File: src/rtl/imm_pkg.sv
// Shared definitions for the RV32I immediate generator stage.
package imm_pkg;

  localparam int unsigned XLEN_DEFAULT = 32;

  typedef enum logic [2:0] {
    ImmI     = 3'b000,
    ImmS     = 3'b001,
    ImmB     = 3'b010,
    ImmJ     = 3'b011,
    ImmU     = 3'b100,
    ImmShamt = 3'b101,
    ImmZimm  = 3'b110,
    ImmRsvd  = 3'b111
  } immsrc_e;

  localparam logic [2:0] IMM_RESERVED = 3'b111;

endpackage

File: src/rtl/imm_format.sv
// Combinational immediate formatter: (instr, immsrc) -> (imm, illegal).
module imm_format
  import imm_pkg::*;
#(
  parameter int unsigned XLEN = XLEN_DEFAULT
) (
  input  logic [31:0]     instr,
  input  logic [2:0]      immsrc,
  output logic [XLEN-1:0] imm,
  output logic            illegal
);

  logic [31:0] raw;
  logic        sext;
  logic        unused_opcode;

  // Opcode bits never feed an immediate.
  assign unused_opcode = ^instr[6:0];

  always_comb begin
    raw  = '0;
    sext = 1'b1;
    unique case (immsrc_e'(immsrc))
      ImmI:     raw = {{20{instr[31]}}, instr[31:20]};
      ImmS:     raw = {{20{instr[31]}}, instr[31:25], instr[11:7]};
      ImmB:     raw = {{20{instr[31]}}, instr[7], instr[30:25], instr[11:8], 1'b0};
      ImmJ:     raw = {{12{instr[31]}}, instr[19:12], instr[20], instr[30:21], 1'b0};
      ImmU:     raw = {instr[31:12], 12'b0};
      ImmShamt: begin
        sext = 1'b0;
        raw  = (XLEN == 64) ? {26'b0, instr[25:20]} : {27'b0, instr[24:20]};
      end
      ImmZimm:  begin
        sext = 1'b0;
        raw  = {27'b0, instr[19:15]};
      end
      default:  begin
        sext = 1'b0;
        raw  = '0;
      end
    endcase
  end

  assign illegal = (immsrc == IMM_RESERVED);
  assign imm     = sext ? XLEN'($signed(raw)) : XLEN'(raw);

endmodule

File: src/rtl/imm_gen_stage.sv
// Registered immediate generator with one-entry skid buffer.
// Define IMM_TARGET_EN to build the pc + imm target adder.
module imm_gen_stage
  import imm_pkg::*;
#(
  parameter int unsigned XLEN  = XLEN_DEFAULT,
  parameter int unsigned CNT_W = 16
) (
  input  logic             clk,
  input  logic             rst,
  input  logic             flush,
  input  logic             in_valid,
  output logic             in_ready,
  input  logic [31:0]      instr,
  input  logic [2:0]       immsrc,
  input  logic [XLEN-1:0]  pc,
  output logic             out_valid,
  input  logic             out_ready,
  output logic [XLEN-1:0]  imm_out,
  output logic [XLEN-1:0]  target_out,
  output logic             illegal_out,
  output logic [CNT_W-1:0] err_count
);

  logic [XLEN-1:0]  fmt_imm;
  logic             fmt_ill;
  logic             out_valid_q, out_valid_d;
  logic             skid_valid_q, skid_valid_d;
  logic [XLEN-1:0]  imm_q, skid_imm_q;
  logic             ill_q, skid_ill_q;
  logic [CNT_W-1:0] err_q;
  logic             accept, out_free, load_out, load_skid, cnt_inc;

  imm_format #(
    .XLEN(XLEN)
  ) u_fmt (
    .instr  (instr),
    .immsrc (immsrc),
    .imm    (fmt_imm),
    .illegal(fmt_ill)
  );

  assign in_ready  = ~skid_valid_q;
  assign accept    = in_valid & in_ready & ~flush;
  assign out_free  = ~out_valid_q | out_ready;
  // Skid is only ever full while the output register is stalled, so a
  // freed output register takes the skid entry first, else the new one.
  assign load_out  = ~flush & out_free & (skid_valid_q | accept);
  assign load_skid = ~flush & ~out_free & accept;
  assign cnt_inc   = accept & fmt_ill & (err_q != '1);

  always_comb begin
    out_valid_d  = out_valid_q;
    skid_valid_d = skid_valid_q;
    if (flush) begin
      out_valid_d  = 1'b0;
      skid_valid_d = 1'b0;
    end else if (out_free) begin
      out_valid_d  = skid_valid_q | accept;
      skid_valid_d = 1'b0;
    end else begin
      skid_valid_d = skid_valid_q | accept;
    end
  end

  always_ff @(posedge clk) begin
    if (rst) begin
      out_valid_q  <= 1'b0;
      skid_valid_q <= 1'b0;
      imm_q        <= '0;
      ill_q        <= 1'b0;
      skid_imm_q   <= '0;
      skid_ill_q   <= 1'b0;
      err_q        <= '0;
    end else begin
      out_valid_q  <= out_valid_d;
      skid_valid_q <= skid_valid_d;
      if (load_out) begin
        imm_q <= skid_valid_q ? skid_imm_q : fmt_imm;
        ill_q <= skid_valid_q ? skid_ill_q : fmt_ill;
      end
      if (load_skid) begin
        skid_imm_q <= fmt_imm;
        skid_ill_q <= fmt_ill;
      end
      if (cnt_inc) begin
        err_q <= err_q + CNT_W'(1);
      end
    end
  end

`ifdef IMM_TARGET_EN
  logic [XLEN-1:0] new_tgt, tgt_q, skid_tgt_q;

  assign new_tgt = pc + fmt_imm;

  always_ff @(posedge clk) begin
    if (rst) begin
      tgt_q      <= '0;
      skid_tgt_q <= '0;
    end else begin
      if (load_out) begin
        tgt_q <= skid_valid_q ? skid_tgt_q : new_tgt;
      end
      if (load_skid) begin
        skid_tgt_q <= new_tgt;
      end
    end
  end

  assign target_out = tgt_q;
`else
  logic unused_pc;

  assign unused_pc  = ^pc;
  assign target_out = '0;
`endif

  assign out_valid   = out_valid_q;
  assign imm_out     = imm_q;
  assign illegal_out = ill_q;
  assign err_count   = err_q;

endmodule

File: config.mk
export PLATFORM = sky130hd
export DESIGN_NAME = imm_gen_stage
export DESIGN_NICKNAME = d
export VERILOG_FILES = /design/src/rtl/imm_pkg.sv /design/src/rtl/imm_format.sv /design/src/rtl/imm_gen_stage.sv
export SDC_FILE = /design/constraint.sdc
export NUM_CORES = 1
export LEC_CHECK = 0
export ABC_AREA = 1
export CORE_ASPECT_RATIO = 1.2
export CORE_MARGIN = 10
export CORE_UTILIZATION = 48
export CTS_CLUSTER_DIAMETER = 60
export DETAILED_ROUTE_END_ITERATION = 6
export HOLD_SLACK_MARGIN = 0.08
export PLACE_DENSITY = 0.89
export SLEW_MARGIN = 20
export SYNTH_ARGS = -nofsm -noshare
export SYNTH_HDL_FRONTEND = slang
export SYNTH_SLANG_ARGS = --single-unit
export TNS_END_PERCENT = 1
File: constraint.sdc
create_clock -name clk -period 4.75 [get_ports clk]
set_clock_uncertainty 0.1 [all_clocks]
set_input_delay 0.95 -clock clk [delete_from_list [all_inputs] [get_ports clk]]
set_output_delay 0.95 -clock clk [all_outputs]
set_load 0.05 [all_outputs]
### Word level (Yosys, flattened, before mapping)

Index checks and enable logic that the tools add are counted.

| storage, ports and cells | value |
|---|---|
| flip-flop bits (word level) | 84 |
| bits of input ports | 72 |
| output and inout port bits | 83 |

| cells by class | value |
|---|---|
| bitwise operators | 14 |
| $add $sub $neg | 1 |
| mux-type cells | 3 |
| reductions and logical operators | 3 |
| eq/ne operators | 8 |

Operators by type and width:

| kind | number |
|---|---|
| 32-bit case mux with 7 select lines | 1 |
| 32-bit two-way mux | 1 |
| 16-bit by 1-bit adder with 16-bit output (second input constant) | 1 |
| 16-bit != test (second input constant) | 1 |
| 3-bit == test (second input constant) | 4 |
| 1-bit bitwise AND | 8 |
| 3-bit by 2-bit == test with 1-bit output (second input constant) | 2 |
| 1-bit inverter | 4 |
| 3-bit by 1-bit == test with 1-bit output (second input constant) | 1 |
| 3-bit zero test | 1 |
| 3-bit OR reduction | 1 |
| 1-bit bitwise OR | 2 |
| 2-bit OR reduction | 1 |
| 1-bit two-way mux | 1 |

### Logic depth before layout (Yosys ltp)

| logic depth | value |
|---|---|
| depth after elaboration | 5 |
| gate-level depth with buffers | 10 |

### By module

Synthesis repeated with hierarchy kept, for this count alone.

| unflattened totals | value |
|---|---|
| cells, all modules | 681 |
| area, all modules | 4,541.9 sq um |

Modules (own cells, without submodules):

| module | instances | seq. area each (sq um) | area an instance (sq um) | cells each |
|---|---|---|---|---|
| imm_gen_stage | 1 | 1,681.6 | 4,061.4 | 576 |
| imm_format | 1 | 0.0 | 480.5 | 105 |

### Worst setup path after synthesis

No wires, ideal clock.

| timing | value |
|---|---|
| path kind | reg-to-output |
| start point | register skid_valid_q |
| end point | output port in_ready |
| arrival | 1.270 ns |
| buffers on the path | 2 |
| cell stages (with the launch flop) | 4 |
| path slack | 2.430 ns |
| data required time | 3.700 ns |
| path through | dfxtp_1 -> inv_2 -> clkbuf_1 -> clkbuf_1 |

| between the ends | value |
|---|---|
| word-level cells in the longest chain between the ends | 1 |

RTL lines:

| element | line | text |
|---|---|---|
| start: declaration | imm_gen_stage.sv:28 | `logic skid_valid_q, skid_valid_d;` |
| start signal: assignment | imm_gen_stage.sv:77 | `skid_valid_q <= skid_valid_d;` |
| 1-bit inverter | imm_gen_stage.sv:43 | `assign in_ready = ~skid_valid_q;` |
| end: declaration | imm_gen_stage.sv:13 | `output logic in_ready,` |

No other way between the ends.

### Worst setup path after layout

Ends and elaborated chain as after synthesis.

==> results.cfg <==
[sta]
tightest_slew_ns = 0.6739
slew-limit-headroom = 0.5493
finalSetupViolCount = 0
period_share = 0.7258
rsz0062_at_grt = false
slew_viol_final = 0
layout_setup_ws_ns = 1.303
finalHoldViolations = 0
fmax_mhz = 290.1
fin_crit_ns = 3.447
holdWs_ns = 0.3544
tns_ns = 0

[power_and_ir_drop]
p_leak_nw = 2.084
p_per_area_nw_per_um2 = 300.5
vdd_drop_max_v = 0.0002307

[yosys]
syn_inst = 614
yosysSeqAreaShare = 0.4004
synth_seq_cells = 84
syn_avg_cell_area_um2 = 6.841
synth_warnings = 0
synth.cell_area_um2 = 4200
synth.distinct_cells = 27

[worst_setup_path]
worstPathArrival_ns = 2.40
crit_fanout = 40
critPathMaxStageDelay_ns = 0.94
r2r_cells = 9
startpoint = skid_valid_q$_SDFF_PP0_
required_ns = 3.70
slowest_stage = clkdlybuf4s50_1
end_kind = output pin
crit_chain = buf_4, inv_2, clkdlybuf4s50_1
cp-start-kind = flop
timing.rr.start = skid_valid_q$_SDFF_PP0_
path_class = flop to output pin

[cts]
clock_path_buffers = 2
htreeDepth = 3
cts_tree = yes
clk_latency_ns = 0.37
root_buffer = clkbuf_8
path_clk_slew_ns = 0.08
ctsHoldBuffers = 0
post-cts-setup-buffers = 0
numClockSinks = 84
post_cts_resized = 0
cts_made_buffers = 9

[final_layout]
layout_commonest_cell = nand2_1
antennaDiodeCount = 0
fillerInstances = 759
drive_gt1_frac = 0.05857
fin_nets = 751
final_cell_mix = nand2_1, dfxtp_1, clkdlybuf4s50_1
area_growth_syn_to_layout_pct = 22.67

[drt]
ant_nets = 0
num_vias = 4283
wire_per_inst_um = 14.89
postRouteWirelength_mm = 11.91
first_iter_violations = 393
firstDrtPassIters = 7
drc_errors = 0
via_per_inst = 5.354

[grt]
grt_max_degree = 41
grt_use_total = 0.1831
antenna_found_initial = 0
first_global_vias = 4162
gr-total-overflow = 0
grt_pass1_wl_mm = 19.69

[floorplanning]
core-area_um2 = 8564
rows = 37
io_pins = 155
die_area_um2 = 12910
start_util = 0.4904
dieHeight_um = 122.5
die_w_um = 105.4

[worst_hold_path]
holdPathStages = 2
hold_path_class = flop to flop
hold_path.startpoint = skid_imm_q[8]$_SDFFE_PP0P_

[flow_run]
cap_violations = 0

[place]
preCtsSetupSlack_ns = 1.324
gp_congestion = 0.8838
portBuffers = 83
hpwl_mm = 8.377

[outcome]
status = finished, final reports clean
power breakdown:
group	leakage, nW	internal, mW	switching (mW)
registers	0.681	0.722	0.0102
logic	1.30	0.0762	0.196
clock network	0.106	0.273	0.272
per-stage QoR:
step / instances / util / cell area, um^2 / power, mW
floorplan: 645 / - / 4317 / 0.9531
global placement: 784 / 0.5769 / 4941 / 1.012
detailed placement: 784 / 0.5769 / 4941 / 1.017
CTS: 800 / 0.6016 / 5152 / 1.553
global route: 800 / 0.6016 / 5152 / 1.607
finish: 800 / 0.6016 / 5152 / 1.548
area by class of cell:
type | instances | area, um^2 | area share
clock inverters | 5 | 60.06 | 0.01166
clock buffers | 11 | 151.4 | 0.02938
repair buffers | 88 | 868.3 | 0.1685
well taps | 117 | 146.4 | 0.02841
flip-flops and latches | 84 | 1682 | 0.3264
inverters | 44 | 165.2 | 0.03205
multi-input cells | 451 | 2079 | 0.4036
final timing paths:
kind | end | slack [ns]
setup / recovery | in_ready | 1.30
hold / removal | skid_imm_q[8]$_SDFFE_PP0P_ | 0.35
setup reg to reg | imm_out[26]$_SDFFE_PP0P_ | 1.85
hold reg to reg | skid_imm_q[8]$_SDFFE_PP0P_ | 0.35
flip-flops by register name, indices dropped and copies added, names as in the netlist:
name / cells
skid_ill_q: 1
imm_out: 32
out_valid: 1
illegal_out: 1
skid_imm_q: 32
err_count: 16
skid_valid_q: 1
cell families after synthesis:
kind of cell               synth area share
other                             0.0008928
adders and majority gates          0.002978
buffers and inverters                0.1329
DFF                                  0.4004
AOI/OAI and AO/OA                    0.2175
and+or+nand+nor                      0.2309
xor gates and xnor gates            0.01460
synth_stat cells:
cell      count  area, um^2
ha_1          1       12.51
a31oi_1       9       56.30
clkbuf_1     23       86.33
xnor2_1       2       17.52
nor2_1       73       274.0
o211ai_1      1       7.510
inv_1        35       131.4
nand4_1       7       43.79
conb_1        1       3.750
nor2_2        5       31.28
nand3_1      33       165.2
xor2_1        5       43.79
dfxtp_1      84        1682
a21oi_1      74       370.4
nand2_1     115       431.7
o21ai_1      15       75.07
o21ai_0      70       350.3
inv_2         9       33.78
buf_6         2       22.52
buf_1         1       3.750
o31ai_1       1       7.510
a211oi_1      4       30.03
buf_2         8       40.04
buf_4        32       240.2
o21ai_4       1       16.27
nor2_4        1       11.26
nand2_2       2       12.51
worst max-delay path: cells and delay by family, from the launching register on:
family / cells / cell delay [ns]
buffers and inverters: 3 / 1.72
flip-flops: 1 / 0.31
per-layer routing:
metal / vias to the layer above / track usage / share of wire
met4: 0 / 0.08591 / 0.026
met3: 26 / 0.05663 / 0.099
met1: 1959 / 0.2135 / 0.41
li1: 2086 / - / -
met2: 212 / 0.3022 / 0.46
met5: - / 0 / 0
No activity file was read; power rests on OpenSTA's default activity.
